--- config.mk ---
export PLATFORM = sky130hd
export DESIGN_NAME = read_iq_flat
export DESIGN_NICKNAME = d
export VERILOG_FILES = /design/src/rtl/read_iq_pkg.sv /design/src/rtl/read_iq_if.sv /design/src/rtl/read_iq.sv /design/src/flat_wrapper.sv
export SDC_FILE = /design/constraint.sdc
export NUM_CORES = 1
export LEC_CHECK = 0
export BUFFER_PORTS_ARGS = -buffer_cell sky130_fd_sc_hd__buf_2
export CORE_MARGIN = 2
export CORE_UTILIZATION = 40
export DETAILED_ROUTE_END_ITERATION = 8
export SLEW_MARGIN = 25
export SYNTH_ARGS = -nofsm -noshare
export SYNTH_HDL_FRONTEND = slang
export SYNTH_SLANG_ARGS = --single-unit
export TNS_END_PERCENT = 5
--- constraint.sdc ---
create_clock -name clock -period 2.5 [get_ports clock]
set_input_delay 0.375 -clock clock [delete_from_list [all_inputs] [get_ports clock]]
set_output_delay 0.375 -clock clock [all_outputs]
set_load 0.005 [all_outputs]
--- src/rtl/read_iq_pkg.sv ---
// Shared constants, state encoding and quantizer for the IQ byte front-end.
package read_iq_pkg;

  localparam int QUANT_BITS_DEF = 10;

  typedef logic [2:0] iq_state_t;

  localparam iq_state_t S_I_LO  = 3'd0;
  localparam iq_state_t S_I_HI  = 3'd1;
  localparam iq_state_t S_Q_LO  = 3'd2;
  localparam iq_state_t S_Q_HI  = 3'd3;
  localparam iq_state_t S_WRITE = 3'd4;

  // Sign-extend to 32 bits before shifting; no saturation.
  function automatic logic [31:0] quantize16(input logic [15:0] x16, input int qb);
    logic signed [31:0] ext;
    ext = {{16{x16[15]}}, x16};
    return 32'(ext <<< qb);
  endfunction

endpackage

--- src/rtl/read_iq_if.sv ---
// Byte-FIFO read side plus the two sample-FIFO write sides of the IQ front-end.
interface read_iq_if;
  logic [7:0]  in_dout;
  logic        in_empty;
  logic        in_rd_en;
  logic [31:0] i_din;
  logic        i_wr_en;
  logic        i_full;
  logic [31:0] q_din;
  logic        q_wr_en;
  logic        q_full;

  modport master (
    input  in_dout, in_empty, i_full, q_full,
    output in_rd_en, i_din, i_wr_en, q_din, q_wr_en
  );

  modport slave (
    output in_dout, in_empty, i_full, q_full,
    input  in_rd_en, i_din, i_wr_en, q_din, q_wr_en
  );
endinterface

--- src/rtl/read_iq.sv ---
// Pops little-endian IQ bytes, assembles int16 I/Q, quantizes and pushes both
// sample FIFOs together.
//   state   | meaning
//   S_I_LO  | waiting to pop I low byte
//   S_I_HI  | waiting to pop I high byte
//   S_Q_LO  | waiting to pop Q low byte
//   S_Q_HI  | waiting to pop Q high byte; pop also registers quantized I/Q
//   S_WRITE | push I and Q together once neither FIFO is full
module read_iq
  import read_iq_pkg::*;
#(
  parameter int QUANT_BITS = QUANT_BITS_DEF
) (
  input  logic       clock,
  input  logic       reset,
  read_iq_if.master  bus
);

  if (QUANT_BITS > 16) begin : g_qb_check
    $error("read_iq: QUANT_BITS must be <= 16 to fit a 32-bit sample");
  end

  iq_state_t   r_state;
  iq_state_t   w_state_nxt;
  logic [7:0]  r_i_lo;
  logic [7:0]  r_i_hi;
  logic [7:0]  r_q_lo;
  logic [31:0] r_i_din;
  logic [31:0] r_q_din;
  logic        w_pop;
  logic        w_write;

  // Pop is gated by reset so the byte FIFO is left untouched while held in reset.
  always_comb begin
    w_state_nxt = r_state;
    w_pop       = 1'b0;
    w_write     = 1'b0;
    case (r_state)
      S_I_LO, S_I_HI, S_Q_LO, S_Q_HI: begin
        w_pop = !bus.in_empty && !reset;
        if (w_pop) begin
          w_state_nxt = (r_state == S_Q_HI) ? S_WRITE : r_state + 3'd1;
        end
      end
      S_WRITE: begin
        w_write = !bus.i_full && !bus.q_full;
        if (w_write) begin
          w_state_nxt = S_I_LO;
        end
      end
      default: w_state_nxt = S_I_LO;
    endcase
  end

  always_ff @(posedge clock or posedge reset) begin
    if (reset) begin
      r_state <= S_I_LO;
    end else begin
      r_state <= w_state_nxt;
    end
  end

  always_ff @(posedge clock or posedge reset) begin
    if (reset) begin
      r_i_lo  <= 8'h00;
      r_i_hi  <= 8'h00;
      r_q_lo  <= 8'h00;
      r_i_din <= 32'h0;
      r_q_din <= 32'h0;
    end else if (w_pop) begin
      case (r_state)
        S_I_LO: r_i_lo <= bus.in_dout;
        S_I_HI: r_i_hi <= bus.in_dout;
        S_Q_LO: r_q_lo <= bus.in_dout;
        S_Q_HI: begin
          r_i_din <= quantize16({r_i_hi, r_i_lo}, QUANT_BITS);
          r_q_din <= quantize16({bus.in_dout, r_q_lo}, QUANT_BITS);
        end
        default: ;
      endcase
    end
  end

  assign bus.in_rd_en = w_pop;
  assign bus.i_wr_en  = w_write;
  assign bus.q_wr_en  = w_write;
  assign bus.i_din    = r_i_din;
  assign bus.q_din    = r_q_din;

endmodule

--- src/flat_wrapper.sv ---
// flat-port wrapper written by rule: the top's interface ports become plain ports
module read_iq_flat import read_iq_pkg::*;
#(
  parameter int QUANT_BITS = QUANT_BITS_DEF
)
  (clock, reset, bus_in_dout, bus_in_empty, bus_i_full, bus_q_full, bus_in_rd_en, bus_i_din, bus_i_wr_en, bus_q_din, bus_q_wr_en);
  read_iq_if bus_i ();
  input  logic clock;
  input  logic reset;
  input wire logic [$bits(bus_i.in_dout)-1:0] bus_in_dout;
  input wire logic [$bits(bus_i.in_empty)-1:0] bus_in_empty;
  input wire logic [$bits(bus_i.i_full)-1:0] bus_i_full;
  input wire logic [$bits(bus_i.q_full)-1:0] bus_q_full;
  output wire logic [$bits(bus_i.in_rd_en)-1:0] bus_in_rd_en;
  output wire logic [$bits(bus_i.i_din)-1:0] bus_i_din;
  output wire logic [$bits(bus_i.i_wr_en)-1:0] bus_i_wr_en;
  output wire logic [$bits(bus_i.q_din)-1:0] bus_q_din;
  output wire logic [$bits(bus_i.q_wr_en)-1:0] bus_q_wr_en;
  assign bus_i.in_dout = bus_in_dout;
  assign bus_i.in_empty = bus_in_empty;
  assign bus_i.i_full = bus_i_full;
  assign bus_i.q_full = bus_q_full;
  assign bus_in_rd_en = bus_i.in_rd_en;
  assign bus_i_din = bus_i.i_din;
  assign bus_i_wr_en = bus_i.i_wr_en;
  assign bus_q_din = bus_i.q_din;
  assign bus_q_wr_en = bus_i.q_wr_en;
  read_iq #(.QUANT_BITS(QUANT_BITS)) u_core (.clock(clock), .reset(reset), .bus(bus_i));
endmodule
==> results of run 1 <==
## cell families (layout without fill, tap and decap cells)
group	count (synthesis)	count (layout)	synth area share, %
DFF	59	59	53.6
muxes	57	57	26.6
buffers and inverters	44	82	12.1
and+or+nand+nor	12	12	2.95
AOI/OAI and AO/OA	8	8	2.36
adders and majority gates	5	5	2.27
other	1	20	0.136
## worst register-to-register path, stage by stage, from the launching register on
cell and delay (ns):
dfrtp_1 0.41, ha_1 0.17, ha_1 0.17, nor3b_4 0.20, buf_4 0.41, mux2_2 0.40
## final cells by class
type	count	area [um^2]
clock buffer	11	131
clock inverter	5	53.8
fill	616	3600
inverter	5	18.8
multi-input combinational	102	1020
sequential	59	1480
tap	80	100
timing repair buffer	61	323
## metrics by stage
stage          hold slack (ns)  utilization, %  std cells  power (mW)
6_report                 0.207            46.4        323        3.61
5_1_grt                  0.259            46.4        323        3.88
4_1_cts                  0.217            46.4        323        3.68
3_5_place_dp             0.490            43.7        307        2.83
3_3_place_gp             0.485            43.7        307        2.80
2_1_floorplan            0.476               -        205        2.51
## per-layer routing
| metal | GRT usage (%) | share of wire (%) | up-vias |
|---|---|---|---|
| li1 | - | - | 687 |
| met1 | 17.0 | 45 | 733 |
| met2 | 19.7 | 48 | 42 |
| met3 | 6.26 | 5.9 | 9 |
| met4 | 4.69 | 1.3 | 0 |
| met5 | 0 | 0 | - |
## worst max path at each step
stage	to	slack [ns]	depth (start not counted)
after global placement	u_core.bus.q_din[23]$_DFFE_PP0P_	0.64	5
after global routing	bus_in_rd_en	0.22	5
after detailed placement	u_core.bus.q_din[12]$_DFFE_PP0P_	0.61	5
after floorplan	u_core.bus.i_din[10]$_DFFE_PP0P_	0.67	1
after CTS	bus_in_rd_en	0.30	5
final	bus_in_rd_en	0.32	5
## sequential cells by signal, summed over array words and instances (netlist names)
register and cells:
u_core.r_i_lo 8, u_core.r_i_hi 8, u_core.bus.i_din 16, u_core.r_q_lo 8, u_core.bus.q_din 16, u_core.r_state 3
## Yosys cell counts (all sizes together)
cell	n	share of area, %
nand2	1	0.14
inv	5	0.68
a32o	1	0.36
o21ai	2	0.36
nor2b	1	0.23
a21oi	1	0.18
o211ai	1	0.27
a21o	2	0.59
or3	1	0.23
and2	3	0.68
o311ai	1	0.59
nor3	3	0.73
nor2	2	0.27
nor3b	1	0.68
buf	39	11
ha	5	2.3
conb	1	0.14
mux2	57	27
dfrtp	59	54
## where the power goes
group / internal (mW) / switching (mW)
combinational: 0.748 / 0.415
clock: 0.457 / 0.359
sequential: 1.39 / 0.246
==> impl_metrics.py, run 1 <==
metrics = {
    "synthesis": {
        "syn_inst": 186,
        "yosys_warnings": 0,
        "syn-cell-area_um2": 2760,
        "ys_types": 23,
        "syn_avg_cell_area_um2": 14.8,
        "synth_seq_area_share_pct": 53.6,
        "synth.ff_latch_count": 59,
    },
    "status": {
        "outcome": "complete, no violations",
    },
    "setup_path": {
        "rr_worst_depth": 5,
        "reg2reg_slack_ns": 0.63,
        "path_cells": "inv_1, ha_1, or3_1, a21o_2, buf_2",
        "required_ns": 2.12,
        "worstSetupPathType": "flop to output port",
        "end_kind": "output port",
        "critical_path.slowest_cell": "dfrtp_1",
        "path_delay_family": "flip-flops",
        "worstPathMaxFanout": 5,
        "cp.arrival_ns": 1.81,
        "r2r_end": "u_core.bus.q_din[12]$_DFFE_PP0P_",
        "slowest_delay_ns": 0.41,
        "reg2reg_from": "u_core.r_state[0]$_DFFE_PP0P_",
        "cp_num_buf_inv": 2,
        "cp-startpoint": "u_core.r_state[0]$_DFFE_PP0P_",
        "start_kind": "flop",
    },
    "grt": {
        "first_global_vias": 1506,
        "grt_start_max_net_pins": 33,
        "grt_usage_pct": 13.3,
        "antenna_found_initial": 0,
        "grt-ovfl-total": 0,
        "grt_pass1_wl_um": 7510,
    },
    "clock_tree": {
        "cts_tree": "done",
        "clk_pin_slew_worst_paths_ns": 0.07,
        "clockBufferDepth": 2,
        "root_buffer": "clkbuf_8",
        "cts_resized": 0,
        "cts_sinks": 59,
        "cts_buffers": 9,
        "htreeDepth": 3,
        "insertion_delay_ns": 0.33,
        "postCtsHoldBufs": 0,
        "cts_setup_buffers": 0,
    },
    "detailed_routing": {
        "avgViaCountPerCell": 4.55,
        "drc": 0,
        "vias": 1471,
        "firstDrtPassIters": 4,
        "wl_per_cell_um": 14.1,
        "finalWirelength_um": 4570,
        "drtIter0Drc": 58,
        "ant_nets": 0,
    },
    "die": {
        "start_util_pct": 41.0,
        "die_w_um": 87.0,
        "placementRows": 30,
        "dieArea_um2": 7570,
        "core_um2": 6720,
        "die_h_um": 87.0,
        "ios": 80,
    },
    "timing": {
        "slew_viol_final": 0,
        "timing.final.ws_setup_ns": 0.319,
        "fin_tns_setup_ns": 0,
        "setup_viol": 0,
        "slew_headroom_pct": 54.3,
        "period_share_pct": 87.2,
        "finalCriticalPeriod_ns": 2.18,
        "fmax_mhz": 459,
        "rsz0062_at_grt": "false",
        "hold_viol": 0,
        "tightest_slew_ns": 0.684,
        "fin_skew_ns": 0.00480,
    },
    "placement": {
        "routabilityCongestion": 0.651,
        "io_buffers": 59,
        "detailed_place_hpwl_um": 3110,
        "dp_slack_ns": 0.610,
        "dpl_cell_area_um2": 2930,
    },
    "layout": {
        "finalInstanceArea_um2": 3120,
        "synthToLayoutAreaGrowth_pct": 13.2,
        "mostFrequentLayoutCells": "59 x buf_2, 59 x dfrtp_1, 33 x mux2_2",
        "layout.nets": 256,
        "diodes": 0,
        "layout-drive-gt1-share_pct": 56.4,
    },
    "worst_hold_path": {
        "holdCritPathClass": "input port to async pin",
    },
    "run": {
        "drv_cap": 0,
    },
    "pwr": {
        "p_leak_nw": 1.63,
        "powerDensity_nw_per_um2": 1160,
        "ir_drop_uv": 384,
    },
}
No activity file was read; power rests on OpenSTA's default activity.
==> run 2: changes to the inputs <==
ABC_AREA = 1   (was unset)
==> run 2 against run 1 <==
Clock skew down 0.0011 ns. Worst hold slack worse by 0.073 ns. Final cell count up 14%. Sequential power down 4%. Sequential share of layout area up 2.7 points. Fmax up 7.9%. Critical endpoint unchanged.
==> impl_metrics.py, run 2 <==
metrics = {
    "clock_tree": {
        "clockBufferDepth": 2,
        "cts_sinks": 59,
        "cts_tree": "done",
        "root_buffer": "clkbuf_8",
        "clk_pin_slew_worst_paths_ns": 0.06,
        "cts_resized": 0,
        "cts_buffers": 9,
        "insertion_delay_ns": 0.33,
        "htreeDepth": 3,
        "cts_setup_buffers": 0,
        "postCtsHoldBufs": 0,
    },
    "synthesis": {
        "synth_edf_count": 0,
        "ys.flop_type": "dfrtp_1",
        "syn_avg_cell_area_um2": 11.0,
        "synth_common_cells": "59 x dfrtp_1, 43 x nand2_1, 33 x buf_4, 33 x o21ai_0, 23 x mux2_2",
        "synth.most_common_cell": "dfrtp_1",
        "synth.area.top_cells": "dfrtp_1 57%, mux2_2 10%, buf_4 9.6%",
        "synth_seq_area_share_pct": 57.3,
        "synth.ff_latch_count": 59,
        "synth_largest_area_cell": "dfrtp_1",
        "syn-cell-area_um2": 2580,
        "synth_top_cell_area_share_pct": 57.3,
        "ys_types": 20,
        "yosys_warnings": 0,
        "syn_inst": 235,
        "async_flop_share_pct": 100,
    },
    "timing": {
        "slew_headroom_pct": 61.6,
        "setup_viol": 0,
        "fin_skew_ns": 0.00369,
        "tightest_slew_ns": 0.576,
        "rsz0062_at_grt": "false",
        "hold-worst-slack_ns": 0.134,
        "slew_viol_final": 0,
        "fmax_mhz": 495,
        "timing.final.ws_setup_ns": 0.479,
        "period_share_pct": 80.9,
        "finalCriticalPeriod_ns": 2.02,
        "fin_tns_setup_ns": 0,
        "hold_viol": 0,
    },
    "die": {
        "dieArea_um2": 7100,
        "placementRows": 29,
        "die_h_um": 84.3,
        "die_w_um": 84.3,
        "start_util_pct": 41.1,
        "core_um2": 6280,
        "ios": 80,
    },
    "placement": {
        "io_buffers": 59,
        "dpl_cell_area_um2": 2780,
        "detailed_place_hpwl_um": 3390,
        "dp_slack_ns": 0.820,
        "dp.cells": 353,
        "routabilityCongestion": 0.837,
    },
    "run": {
        "drv_cap": 0,
    },
    "pwr": {
        "ir_drop_uv": 462,
        "pwr-share-comb_pct": 27.3,
        "power_mw": 3.18,
        "p_leak_nw": 1.66,
        "powerDensity_nw_per_um2": 1080,
        "netSwitchingFraction_pct": 31.2,
        "internal_power_mw": 2.19,
        "switching_power_mw": 0.994,
        "p_clk_share_pct": 23.6,
        "pwr-share-seq_pct": 49.1,
    },
    "grt": {
        "grt-ovfl-total": 0,
        "grt_pass1_wl_um": 8140,
        "grt_start_max_net_pins": 41,
        "grt_usage_pct": 15.2,
        "antenna_found_initial": 0,
        "first_global_vias": 1649,
    },
    "setup_path": {
        "slowest_delay_ns": 0.43,
        "worstPathMaxFanout": 5,
        "end_kind": "output port",
        "critical_path.slowest_cell": "dfrtp_1",
        "cp.arrival_ns": 1.65,
        "path_cells": "ha_1, ha_1, a21oi_1, a21oi_1, buf_2",
        "required_ns": 2.12,
        "path_delay_family": "adder cells",
        "start_kind": "flop",
        "worstSetupPathType": "flop to output port",
        "cp_num_buf_inv": 1,
    },
    "layout": {
        "layout.nets": 305,
        "synthToLayoutAreaGrowth_pct": 14.4,
        "diodes": 0,
        "finalInstanceArea_um2": 2950,
        "mostFrequentLayoutCells": "59 x buf_2, 59 x dfrtp_1, 43 x nand2_1",
        "layout-drive-gt1-share_pct": 34.6,
        "stdcell_count": 369,
        "utilization_pct": 47.0,
    },
    "detailed_routing": {
        "finalWirelength_um": 4860,
        "drc": 0,
        "wl_per_cell_um": 13.2,
        "avgViaCountPerCell": 4.59,
        "drtIter0Drc": 105,
        "firstDrtPassIters": 4,
        "ant_nets": 0,
        "vias": 1695,
    },
    "worst_hold_path": {
        "holdCritPathClass": "input port to async pin",
    },
    "status": {
        "outcome": "complete, no violations",
    },
}
==> run 2: cell count changes after synthesis, sizes merged, moves of 3 or more <==
cell / change
nand3: +3
o21ai: +31
nand2: +43
mux2: -33
inv: +11
and2: -3
==> run 2: layout make-up <==
type | count | area [um^2]
Fill cell | 609 | 3330
Sequential cell | 59 | 1480
Multi-Input combinational cell | 139 | 813
Timing Repair Buffer | 62 | 330
Clock buffer | 14 | 163
Tap cell | 77 | 96.3
Inverter | 16 | 60.1
Clock inverter | 2 | 10.0
==> run 2: metal layers <==
layer / up-vias / global-route usage, % / wire, um
li1: 817 / - / -
met1: 798 / 19.4 / 2120
met2: 70 / 22.8 / 2290
met3: 10 / 5.51 / 357
met4: 0 / 7.48 / 85
met5: - / 0 / 0
==> run 2: worst paths after layout <==
| kind | from | endpoint | slack (ns) | depth (start not counted) |
|---|---|---|---|---|
| setup reg to reg | u_core.r_state[0]$_DFFE_PP0P_ | u_core.bus.i_din[20]$_DFFE_PP0P_ | 0.79 | 5 |
| min in group clock | bus_in_empty | u_core.r_state[2]$_DFFE_PP0P_ | 0.36 | 4 |
| max in group asynchronous | reset | u_core.bus.i_din[10]$_DFFE_PP0P_ | 1.68 | 3 |
| hold / removal | reset | u_core.bus.q_din[12]$_DFFE_PP0P_ | 0.13 | 2 |
| setup / recovery | u_core.r_state[0]$_DFFE_PP0P_ | bus_in_rd_en | 0.48 | 5 |
| hold reg to reg | u_core.r_q_lo[7]$_DFFE_PP0P_ | u_core.r_q_lo[7]$_DFFE_PP0P_ | 0.48 | 2 |
==> run 2: kinds of logic after synthesis <==
family	after synthesis	synth area share [%]
DFF	59	57.3
buffers and inverters	56	13.9
and+or+nand+nor	54	8.64
AOI/OAI and AO/OA	36	7.09
muxes	24	10.5
adders and majority gates	5	2.43
other	1	0.145
==> run 2: power groups by stage <==
stage | Combinational (mW) | Sequential (mW) | Clock, mW
final | 0.871 | 1.56 | 0.751
after global routing | 1.01 | 1.62 | 0.829
after CTS | 0.891 | 1.57 | 0.779
after detailed placement | 0.888 | 1.58 | 0
after global placement | 0.866 | 1.57 | 0
after floorplan | 0.628 | 1.55 | 0
